--- src/rtl/weighted_round_robin.sv ---
// rtl/weighted_round_robin.sv - weighted round-robin arbiter with registered grant
//
// Purpose:
//   Arbitrates REQUEST_WIDTH requesters onto one shared resource. The current
//   owner keeps the grant for up to weight+1 consecutive cycles. After that, the
//   grant rotates to the next requester in circular order. All outputs come
//   straight from flops, so there is no combinational input-to-output path.
//
// Optional build macro:
//   WEIGHTED_ROUND_ROBIN_LOCK_EN - adds i_lock. While the owner is granted and
//   still requesting, i_lock pins the grant to it and freezes its credit.
//
// Ports:
//   clk            in   clock
//   rst_n          in   asynchronous active-low reset
//   i_request      in   [REQUEST_WIDTH]              request vector, bit i = requester i
//   i_weight       in   [REQUEST_WIDTH*WEIGHT_WIDTH] packed weights, slice i = requester i
//   i_lock         in   1 (LOCK_EN builds only)      hold current owner, freeze credit
//   o_grant_valid  out  1                            a grant is active this cycle
//   o_grant        out  [GRANT_WIDTH]                encoded granted index
//   o_grant_onehot out  [REQUEST_WIDTH]              one-hot grant, zero when not valid

module weighted_round_robin #(
  parameter int REQUEST_WIDTH = 8,
  parameter int WEIGHT_WIDTH  = 4,
  localparam int GRANT_WIDTH  = $clog2(REQUEST_WIDTH)
) (
  input  logic                                  clk,
  input  logic                                  rst_n,
  input  logic [REQUEST_WIDTH-1:0]              i_request,
  input  logic [REQUEST_WIDTH*WEIGHT_WIDTH-1:0] i_weight,
`ifdef WEIGHTED_ROUND_ROBIN_LOCK_EN
  input  logic                                  i_lock,
`endif
  output logic                                  o_grant_valid,
  output logic [GRANT_WIDTH-1:0]                o_grant,
  output logic [REQUEST_WIDTH-1:0]              o_grant_onehot
);

  logic [GRANT_WIDTH-1:0]   owner_q, owner_d;
  logic [WEIGHT_WIDTH-1:0]  credit_q, credit_d;
  logic                     valid_q, valid_d;
  logic [GRANT_WIDTH-1:0]   grant_q, grant_d;
  logic [REQUEST_WIDTH-1:0] onehot_q, onehot_d;

  logic [WEIGHT_WIDTH-1:0]  weight_arr [REQUEST_WIDTH];
  logic [WEIGHT_WIDTH-1:0]  owner_weight;
  logic                     owner_req;
  logic                     lock_hold;
  logic [GRANT_WIDTH-1:0]   next_idx;
  logic                     next_found;

  for (genvar g = 0; g < REQUEST_WIDTH; g++) begin : g_weight
    assign weight_arr[g] = i_weight[g*WEIGHT_WIDTH +: WEIGHT_WIDTH];
  end

  // The weight is looked up live, so lowering it mid-turn shortens the turn.
  assign owner_weight = weight_arr[owner_q];
  assign owner_req    = i_request[owner_q];

`ifdef WEIGHTED_ROUND_ROBIN_LOCK_EN
  assign lock_hold = valid_q & owner_req & i_lock;
`else
  assign lock_hold = 1'b0;
`endif

  // Circular search starting at owner+1 and ending with the owner itself.
  // This lets a sole requester win again right after its turn expires.
  always_comb begin
    int sum;
    next_idx   = owner_q;
    next_found = 1'b0;
    sum        = 0;
    for (int k = 1; k <= REQUEST_WIDTH; k++) begin
      sum = int'(owner_q) + k;
      if (sum >= REQUEST_WIDTH) sum = sum - REQUEST_WIDTH;
      if (!next_found && i_request[GRANT_WIDTH'(sum)]) begin
        next_found = 1'b1;
        next_idx   = GRANT_WIDTH'(sum);
      end
    end
  end

  // State register.
  always_ff @(posedge clk or negedge rst_n) begin
    if (!rst_n) begin
      owner_q  <= GRANT_WIDTH'(REQUEST_WIDTH - 1);
      credit_q <= '0;
      valid_q  <= 1'b0;
      grant_q  <= '0;
      onehot_q <= '0;
    end else begin
      owner_q  <= owner_d;
      credit_q <= credit_d;
      valid_q  <= valid_d;
      grant_q  <= grant_d;
      onehot_q <= onehot_d;
    end
  end

  // Next-state decision, in priority order: lock, hold, rotate, idle.
  always_comb begin
    owner_d  = owner_q;
    credit_d = credit_q;
    valid_d  = valid_q;
    grant_d  = grant_q;
    onehot_d = onehot_q;
    if (lock_hold) begin
      valid_d = 1'b1;
    end else if (valid_q && owner_req && (credit_q < owner_weight)) begin
      // The owner has credit left in this turn. HOLD requires credit < weight,
      // so the increment can never wrap.
      credit_d = credit_q + 1'b1;
    end else if (next_found) begin
      owner_d  = next_idx;
      credit_d = '0;
      valid_d  = 1'b1;
      grant_d  = next_idx;
      onehot_d = '0;
      onehot_d[next_idx] = 1'b1;
    end else begin
      // Idle: o_grant and the owner pointer are kept, so rotation later
      // resumes after the last owner.
      valid_d  = 1'b0;
      onehot_d = '0;
    end
  end

  // Outputs.
  always_comb begin
    o_grant_valid  = valid_q;
    o_grant        = grant_q;
    o_grant_onehot = onehot_q;
  end

endmodule

--- config.mk ---
export PLATFORM = sky130hd
export DESIGN_NAME = weighted_round_robin
export DESIGN_NICKNAME = d
export VERILOG_FILES = /design/src/rtl/weighted_round_robin.sv
export SDC_FILE = /design/constraint.sdc
export NUM_CORES = 1
export LEC_CHECK = 0
export CAP_MARGIN = 20
export CORE_MARGIN = 2
export CORE_UTILIZATION = 45
export CTS_CLUSTER_DIAMETER = 60
export DETAILED_ROUTE_END_ITERATION = 12
export PLACE_DENSITY = 0.74
export SLEW_MARGIN = 30
export SYNTH_ARGS = -nofsm -noshare
export SYNTH_HDL_FRONTEND = slang
export SYNTH_SLANG_ARGS = --single-unit
--- constraint.sdc ---
create_clock -name clk -period 11.57 [get_ports clk]
set_input_delay 1.7355 -clock clk [delete_from_list [all_inputs] [get_ports clk]]
set_output_delay 1.7355 -clock clk [all_outputs]
set_load 0.02 [all_outputs]
# Word-level counts from Yosys, hierarchy flattened
# Cells that the tools add are included.
# word_totals
regBits	19
latchBits	0
ram_bits	0
rom_bits	0
input_bits	42
out_inout_bits	12
n_memories	0
# classes
addsub	17
n_mul	0
div	0
magnitude_cmp	21
eq_ne	0
shifts	0
n_mux	59
bitwise_logic	2
n_reduce_logical	19
# op_table
operator	n
$mux 3	16
$lt 3x5->1 const B	8
$ge 4x4->1 const B	8
$bmux 1 s3	9
$mux 1	27
$sub 3x1->3 const B	8
$add 3x3->4 const B	4
$mux 4	4
$bmux 4 s3	1
$logic_and 1x1->1	10
$add 3x2->4 const B	2
$lt 3x4->1 const B	2
$mux 8	1
$logic_not 1->1	7
$add 3x4->5 const B	1
$ge 5x4->1 const B	1
$add 3x1->4 const B	1
$add 4x1->4 const B	1
$lt 4x4->1	1
$not 3->4	1
$demux 1 s3	1
$ge 3x1->1 const B	1
$reduce_and 2->1	1
$reduce_bool 2->1	1
$not 1->1	1

# Logic depth before layout (Yosys ltp)
# Gate-level depths: netlist of run 1.
# depth
word_depth	33
mapped_depth	16
mapped_depth_nobuf	11

# Worst setup path after synthesis of run 1
# No wires, ideal clock.
# synth_path
kind	input to register
startpoint	input port i_request[6]
endpoint	register onehot_q[1] (netlist: o_grant_onehot[1])
setup_time_ns	0.122
t_arrival_ns	3.592
path_slack_ns	7.856
cell_stages	7
path_cell_list	mux4_2 > and2_1 > a21oi_2 > nand2_1 > or4_4 > and3_4 > a32o_1
# synth_via
elab_chain_cells	30
word_cells_on_any_way	64
# synth_lines
item	line	text
start: declaration	30	input logic [REQUEST_WIDTH-1:0] i_request,
$bmux 1 s3	77	if (!next_found && i_request[GRANT_WIDTH'(sum)]) begin
$mux 1 (implied by the code) (2 in series)	77	
$mux 1	77	
$logic_not 1->1	77	
$logic_and 1x1->1	77	
$mux 1	77	
$logic_not 1->1	77	
$logic_and 1x1->1	77	
[... 13 more ...]	-	
$logic_not 1->1	77	
$logic_and 1x1->1	77	
$mux 3	77	
$lt 3x4->1 (implied by the code) or $ge 3x1->1 (tied branches)	120	onehot_d[next_idx] = 1'b1;
$logic_and 1x1->1 (implied by the code)	120	
$mux 1 (implied by the code)	120	
$demux 1 s3	120	
$mux 8	114	end else if (next_found) begin
end signal: assignment	97	onehot_q <= onehot_d;
end: declaration	44	logic [REQUEST_WIDTH-1:0] onehot_q, onehot_d;
# Parallel ways exist; a longest one is shown, timed or not. The select of a mux whose other input is x is not followed.
# A chain may end at the register's enable or synchronous reset.

# Worst setup path after layout of run 1
# layout_path
startpoint	input port i_request[1]
endpoint	register onehot_q[4] (netlist: o_grant_onehot[4])
# Same word-level chain as after synthesis.

==> metrics.md, run 1 <==
| Metric | Value |
|---|---|
| CTS Root Cell | clkbuf_8 |
| TritonCTS Sinks | 19 |
| Primary FF master, synth | dfrtp_1 |
| Post-Syn Area per Cell | ~9.7 µm² |
| Total gr overflow | 0 |
| RSZ-0062 raised after global routing | false |
| DRC violations left | 0 |
| Final hold violations | 0 |
| Pleak | 1.09 nW |
| Crit path max fanout | 10 |
| Min-Delay Path Class | reg -> reg |
| Final WL | 5440 µm |
| Power density cells | 348 nW/µm² |
| First-pass GRT wire length | 9190 µm |
| Largest net degree at the start of global routing | 38 |
| Maximum VDD drop | 0.201 mV |
| Post-Syn Nets | 268 |
| # nets final | between 300 and 400 |
| Vias in the first global route | 1,937 |
| Hold buffer count at cts | 0 |
| # rows | 25 |
| WHS | ~0.48 ns |
| Maxcap violations | 0 |
| Post-layout min period | between 4 and 5 ns |
| Post-CTS Resized | 0 |
| Outcome | complete, no violations |
| Die Footprint | between 5000 and 6000 µm² |
| Pre-CTS setup slack | ~7.0 ns |
| Via count | 1,990 |
| TritonCTS clock tree | yes |
| Fmax | 0.231 GHz |
| Final Max Slew Viols | 0 |
| Crit path required time | 11.71 ns |
| Synth-to-Final Area Change | 27.0% |
| CTS Buf Count | 3 |
| Antenna-violating nets left | 0 |
| Synth warn | 0 |
| Detailed placement HPWL | 4130 µm |
| Core area | approximately 4700 µm² |
| Post-Syn Area | 2140 µm² |
| Worst-path clk slew | 0.07 ns |
| Pwr Total | around 0.95 mW |
| Die W | around 73 µm |
| CP Launch Type | primary input |
| Synth cell types | 56 |
| Tot GR Track Use | 21.4% |
| Die H | 73.0 µm |
| Diodes inserted | 0 |
| Top Ports | 54 |
| Initial antenna violation count | 0 |
| Post-CTS Setup Bufs | 0 |
| Crit. End Element | register |
| RD Place Congestion | 0.886 |
| Final Skew | 0.00401 ns |
| Seq cells post-synth | 19 |
| H-Tree Depth | 1 |
| Setup violators final | 0 |
| DR WL/cell | between 15 and 20 µm |
| Crit path DAT | 4.46 ns |
| Detailed Routing Iterations Pass 1 | 4 |
| Sequential share of the synthesized area | around 22% |
| CTS Buffer Depth | 2 |
| Critical setup path kind | in -> reg |
| I/O Buffers | 53 |
| Final period util | 37.4% |
| TNS Setup | 0 ns |
| Initial cell density of the core | ~46% |
| DR vias/cell | between 6 and 7 |
| Post-synth ARST share | 100% |
| Worst slew margin | 51.7% |
| Share of layout cells above drive strength 1 | 16.7% |
| Post-synth EDFFs | 0 |
| Worst-Margin Slew | 0.725 ns |
| Cells after Synth | 220 |
| Clock latency on the worst-skew pair | 0.25 ns |
| PnR worst setup slack | just over 7 ns |
| Initial drt markers | 122 |
==> metrics by stage <==
stage,instances,util (%),cell area (µm²)
after floorplan,220,-,2140
final,318,58.4,2720
after global placement,314,57.6,2680
after CTS,318,58.5,2730
after detailed placement,314,57.6,2680
after global routing,318,58.4,2720
==> sequential cells by signal (all words and copies together), names as in the netlist <==
| name | flops |
|---|---|
| owner_q | 3 |
| o_grant_valid | 1 |
| o_grant_onehot | 8 |
| o_grant | 3 |
| credit_q | 4 |
==> cell families (layout without fill, tap and decap cells) <==
kind of cell             Yosys count  count (layout)  synth area share (%)
AO/OA/AOI/OAI                     60              60                  22.0
XOR/XNOR                           5               5                  2.39
adder cells (fa/ha/maj)            6               6                  3.50
buffers and inverters             23              67                  4.67
flip-flops                        19              19                  22.4
multiplexers                      39              39                  29.2
AND/OR/NAND/NOR                   68              68                  15.9
==> final timing paths <==
check,start,endpoint,slack (ns),cells after the start
max,i_request[1],o_grant_onehot[4],7.25,9
min,o_grant[0],o_grant[0],0.48,1
max reg2reg,owner_q[1],o_grant_onehot[4],7.29,10
min reg2reg,o_grant[0],o_grant[0],0.48,1
max in group asynchronous,rst_n,owner_q[2],9.83,1
min in group asynchronous,rst_n,credit_q[1],1.41,1
==> cells in the mapped netlist (all sizes together) (2+ instances only) <==
cell type / number / share of area (%)
a211oi: 2 / 0.70
a21oi: 10 / 2.9
a221o: 2 / 0.93
a221oi: 3 / 1.5
a22o: 5 / 2.0
a311oi: 3 / 1.2
a32o: 4 / 1.9
and2: 5 / 1.5
buf: 13 / 2.9
dfrtp: 16 / 19
dfstp: 3 / 3.7
ha: 6 / 3.5
inv: 9 / 1.6
mux2: 9 / 4.9
mux2i: 13 / 6.1
mux4: 17 / 18
nand2: 17 / 3.0
nand2b: 5 / 1.5
nand3: 3 / 0.70
nor2: 21 / 3.7
nor3: 8 / 1.9
nor4b: 2 / 1.1
o211ai: 3 / 1.3
o21ai: 9 / 2.1
o221ai: 2 / 0.82
o22ai: 2 / 0.58
o31ai: 4 / 1.4
or2: 2 / 0.58
xnor2: 3 / 1.6
xor2: 2 / 0.82
==> area by class of cell <==
| type | count | area [µm²] |
|---|---|---|
| inverter | 9 | 33.8 |
| tap | 54 | 67.6 |
| multi-input combinational | 178 | 1560 |
| sequential | 19 | 479 |
| clock buffer | 4 | 45.0 |
| timing repair buffer | 54 | 533 |
| fill | 414 | 1940 |
==> cells in the final DEF, fill, tap and decap left out, drive strengths merged, types with 6 or more instances in the layout <==
master,synthesis,layout
a21oi,10,10
dfrtp,16,16
mux2,9,9
mux4,17,17
nand2,17,17
nor3,8,8
ha,6,6
clkdlybuf4s50,0,52
o21ai,9,9
mux2i,13,13
inv,9,9
nor2,21,21
==> per-layer routing <==
metal | vias to the layer above | share of wire (%) | GRT usage (%)
met2 | 79 | 48 | 35.7
met4 | 0 | 0.64 | 2.06
li1 | 957 | - | -
met3 | 4 | 8.1 | 4.70
met5 | - | 0 | 0
met1 | 950 | 44 | 29.6
==> critical path, cell delays in order <==
cell and delay [ns]:
clkdlybuf4s50_1 0.61, mux4_2 0.54, and2_0 0.17, a211o_1 0.33
a311oi_1 0.36, o221ai_1 0.21, o221ai_1 0.19, nor2_1 0.11
a22o_1 0.21
==> power breakdown <==
part           internal, mW  switching, mW
Sequential           0.0999         0.0479
Combinational         0.343          0.412
Clock                0.0244         0.0208
Total                 0.467          0.480
Power figures use the tool's default switching activity.
==> run 2: changes to the inputs <==
clock period = 4 ns   (was 11.57 ns; I/O delays follow)
==> metrics.md, run 2 (synthesis gave the netlist of run 1 again) <==
| Metric | Value |
|---|---|
| Final period util | 87.2% |
| # nets final | 316 |
| Placed cell areas | roughly 2700 µm² |
| Die H | 73.0 µm |
| Initial cell density of the core | 46.0% |
| Share of layout cells above drive strength 1 | 17.6% |
| Diodes inserted | 0 |
| Placed Cells | 317 |
| Leading cell type in the layout, fill and taps excluded | clkdlybuf4s50_1 |
| Pre-CTS setup slack | 0.486 ns |
| Power density cells | just over 1000 nW/µm² |
| Min-Delay Path Class | reg -> reg |
| Crit path DAT | 3.63 ns |
| CTS Buffer Depth | 2 |
| Slowest CP cell | mux4_2 |
| Critical setup path kind | reg -> reg |
| Final hold violations | 0 |
| Critical path depth in cells | 10 |
| Die W | 73.0 µm |
| PnR worst setup slack | 0.512 ns |
| Final Skew | 0.00346 ns |
| Crit path max fanout | 37 |
| RD Place Congestion | 0.881 |
| Vias in the first global route | between 2k and 2.5k |
| Worst-path clk slew | 0.07 ns |
| Total gr overflow | 0 |
| Synth-to-Final Area Change | 28.4% |
| Final Max Slew Viols | 0 |
| TritonCTS clock tree | yes |
| Tot GR Track Use | 21.4% |
| Critical path cell sequence | buf_4 -> mux4_2 -> mux2i_1 -> ha_1 -> a211oi_1 -> o311a_1 -> inv_1 -> nand2_1 -> a21oi_2 -> a32o_1 |
| Initial antenna violation count | 0 |
| Antenna-violating nets left | 0 |
| Post-CTS Setup Bufs | 0 |
| Via count | 2,038 |
| Max incr delay on CP | 0.57 ns |
| CTS Root Cell | clkbuf_8 |
| Initial drt markers | 126 |
| Hold buffer count at cts | 0 |
| CP Launch Type | register |
| CTS Buf Count | 3 |
| Most frequent cells in the layout | clkdlybuf4s50_1 (53), nor2_1 (21), nand2_1 (17) |
| Post-CTS Resized | 0 |
| Post-route non-filler standard cell count | about 320 |
| Die Footprint | 5330 µm² |
| DRC violations left | 0 |
| Max reg flops | 8 |
| Crit path required time | slightly above 4 ns |
| Maximum VDD drop | 0.543 mV |
| I/O Buffers | between 50 and 60 |
| Worst slew margin | a little under half |
| DR WL/cell | approximately 17 µm |
| Worst-Margin Slew | 0.814 ns |
| Core area | between 4000 and 5000 µm² |
| Maxcap violations | 0 |
| Top Ports | 54 |
| Pleak | around 1.1 nW |
| Final core occ | approximately three fifths |
| WP buf/inv | 2 |
| Setup violators final | 0 |
| TNS Setup | 0 ns |
| Outcome | complete, no violations |
| H-Tree Depth | 1 |
| Final WL | 5550 µm |
| Detailed placement HPWL | 4260 µm |
| Largest net degree at the start of global routing | 38 |
| TritonCTS Sinks | 19 |
| Fin area | 2750 µm² |
| DR vias/cell | 6.35 |
| Detailed Routing Iterations Pass 1 | 4 |
| Post-layout min period | 3.49 ns |
| Fmax | 0.287 GHz |
| R2r worst-path depth | 10 |
| # rows | 25 |
| Crit. End Element | register |
| Clock latency on the worst-skew pair | approximately 0.25 ns |
| First-pass GRT wire length | 9180 µm |
| Hold Crit Depth | 1 |
| RSZ-0062 raised after global routing | false |
| CP top delay family | compound AO/OA/AOI/OAI gates |
run 2: final cells by class:
type | instances | area [µm²]
inverter | 9 | 33.8
fill | 430 | 1910
multi-input combinational | 178 | 1560
timing repair buffer | 57 | 561
tap | 54 | 67.6
clock buffer | 3 | 41.3
clock inverter | 1 | 5.00
sequential | 19 | 479
run 2: metal layers:
layer | GRT usage, % | part of all wire (%) | vias up
met5 | 0 | 0 | -
met3 | 5.39 | 8.1 | 0
met1 | 28.2 | 42 | 991
met2 | 37.0 | 49 | 84
met4 | 1.65 | 0 | 0
li1 | - | - | 963
run 2: power breakdown:
group,leakage [nW],total (mW),switching [mW],internal (mW)
registers,0.236,0.353,0.0659,0.287
logic,0.851,2.30,1.28,1.01
clock network,0.0255,0.131,0.0614,0.0692
total,1.11,2.78,1.41,1.37
run 2: stage by stage:
stage	power (mW)	hold slack, ns
after floorplan	2.15	0.304
after global placement	2.60	0.473
after detailed placement	2.63	0.478
after CTS	2.77	0.494
after global routing	3.03	0.503
final	2.78	0.487
run 2: final timing paths:
kind                                  from                 to  slack (ns)
worst max-delay path            owner_q[0]  o_grant_onehot[2]        0.51
worst min register to register  o_grant[0]         o_grant[0]        0.49
worst max register to register  owner_q[0]  o_grant_onehot[2]        0.51
max in group asynchronous            rst_n  o_grant_onehot[5]        2.68
min in group asynchronous            rst_n        credit_q[2]        0.81
worst min-delay path            o_grant[0]         o_grant[0]        0.49
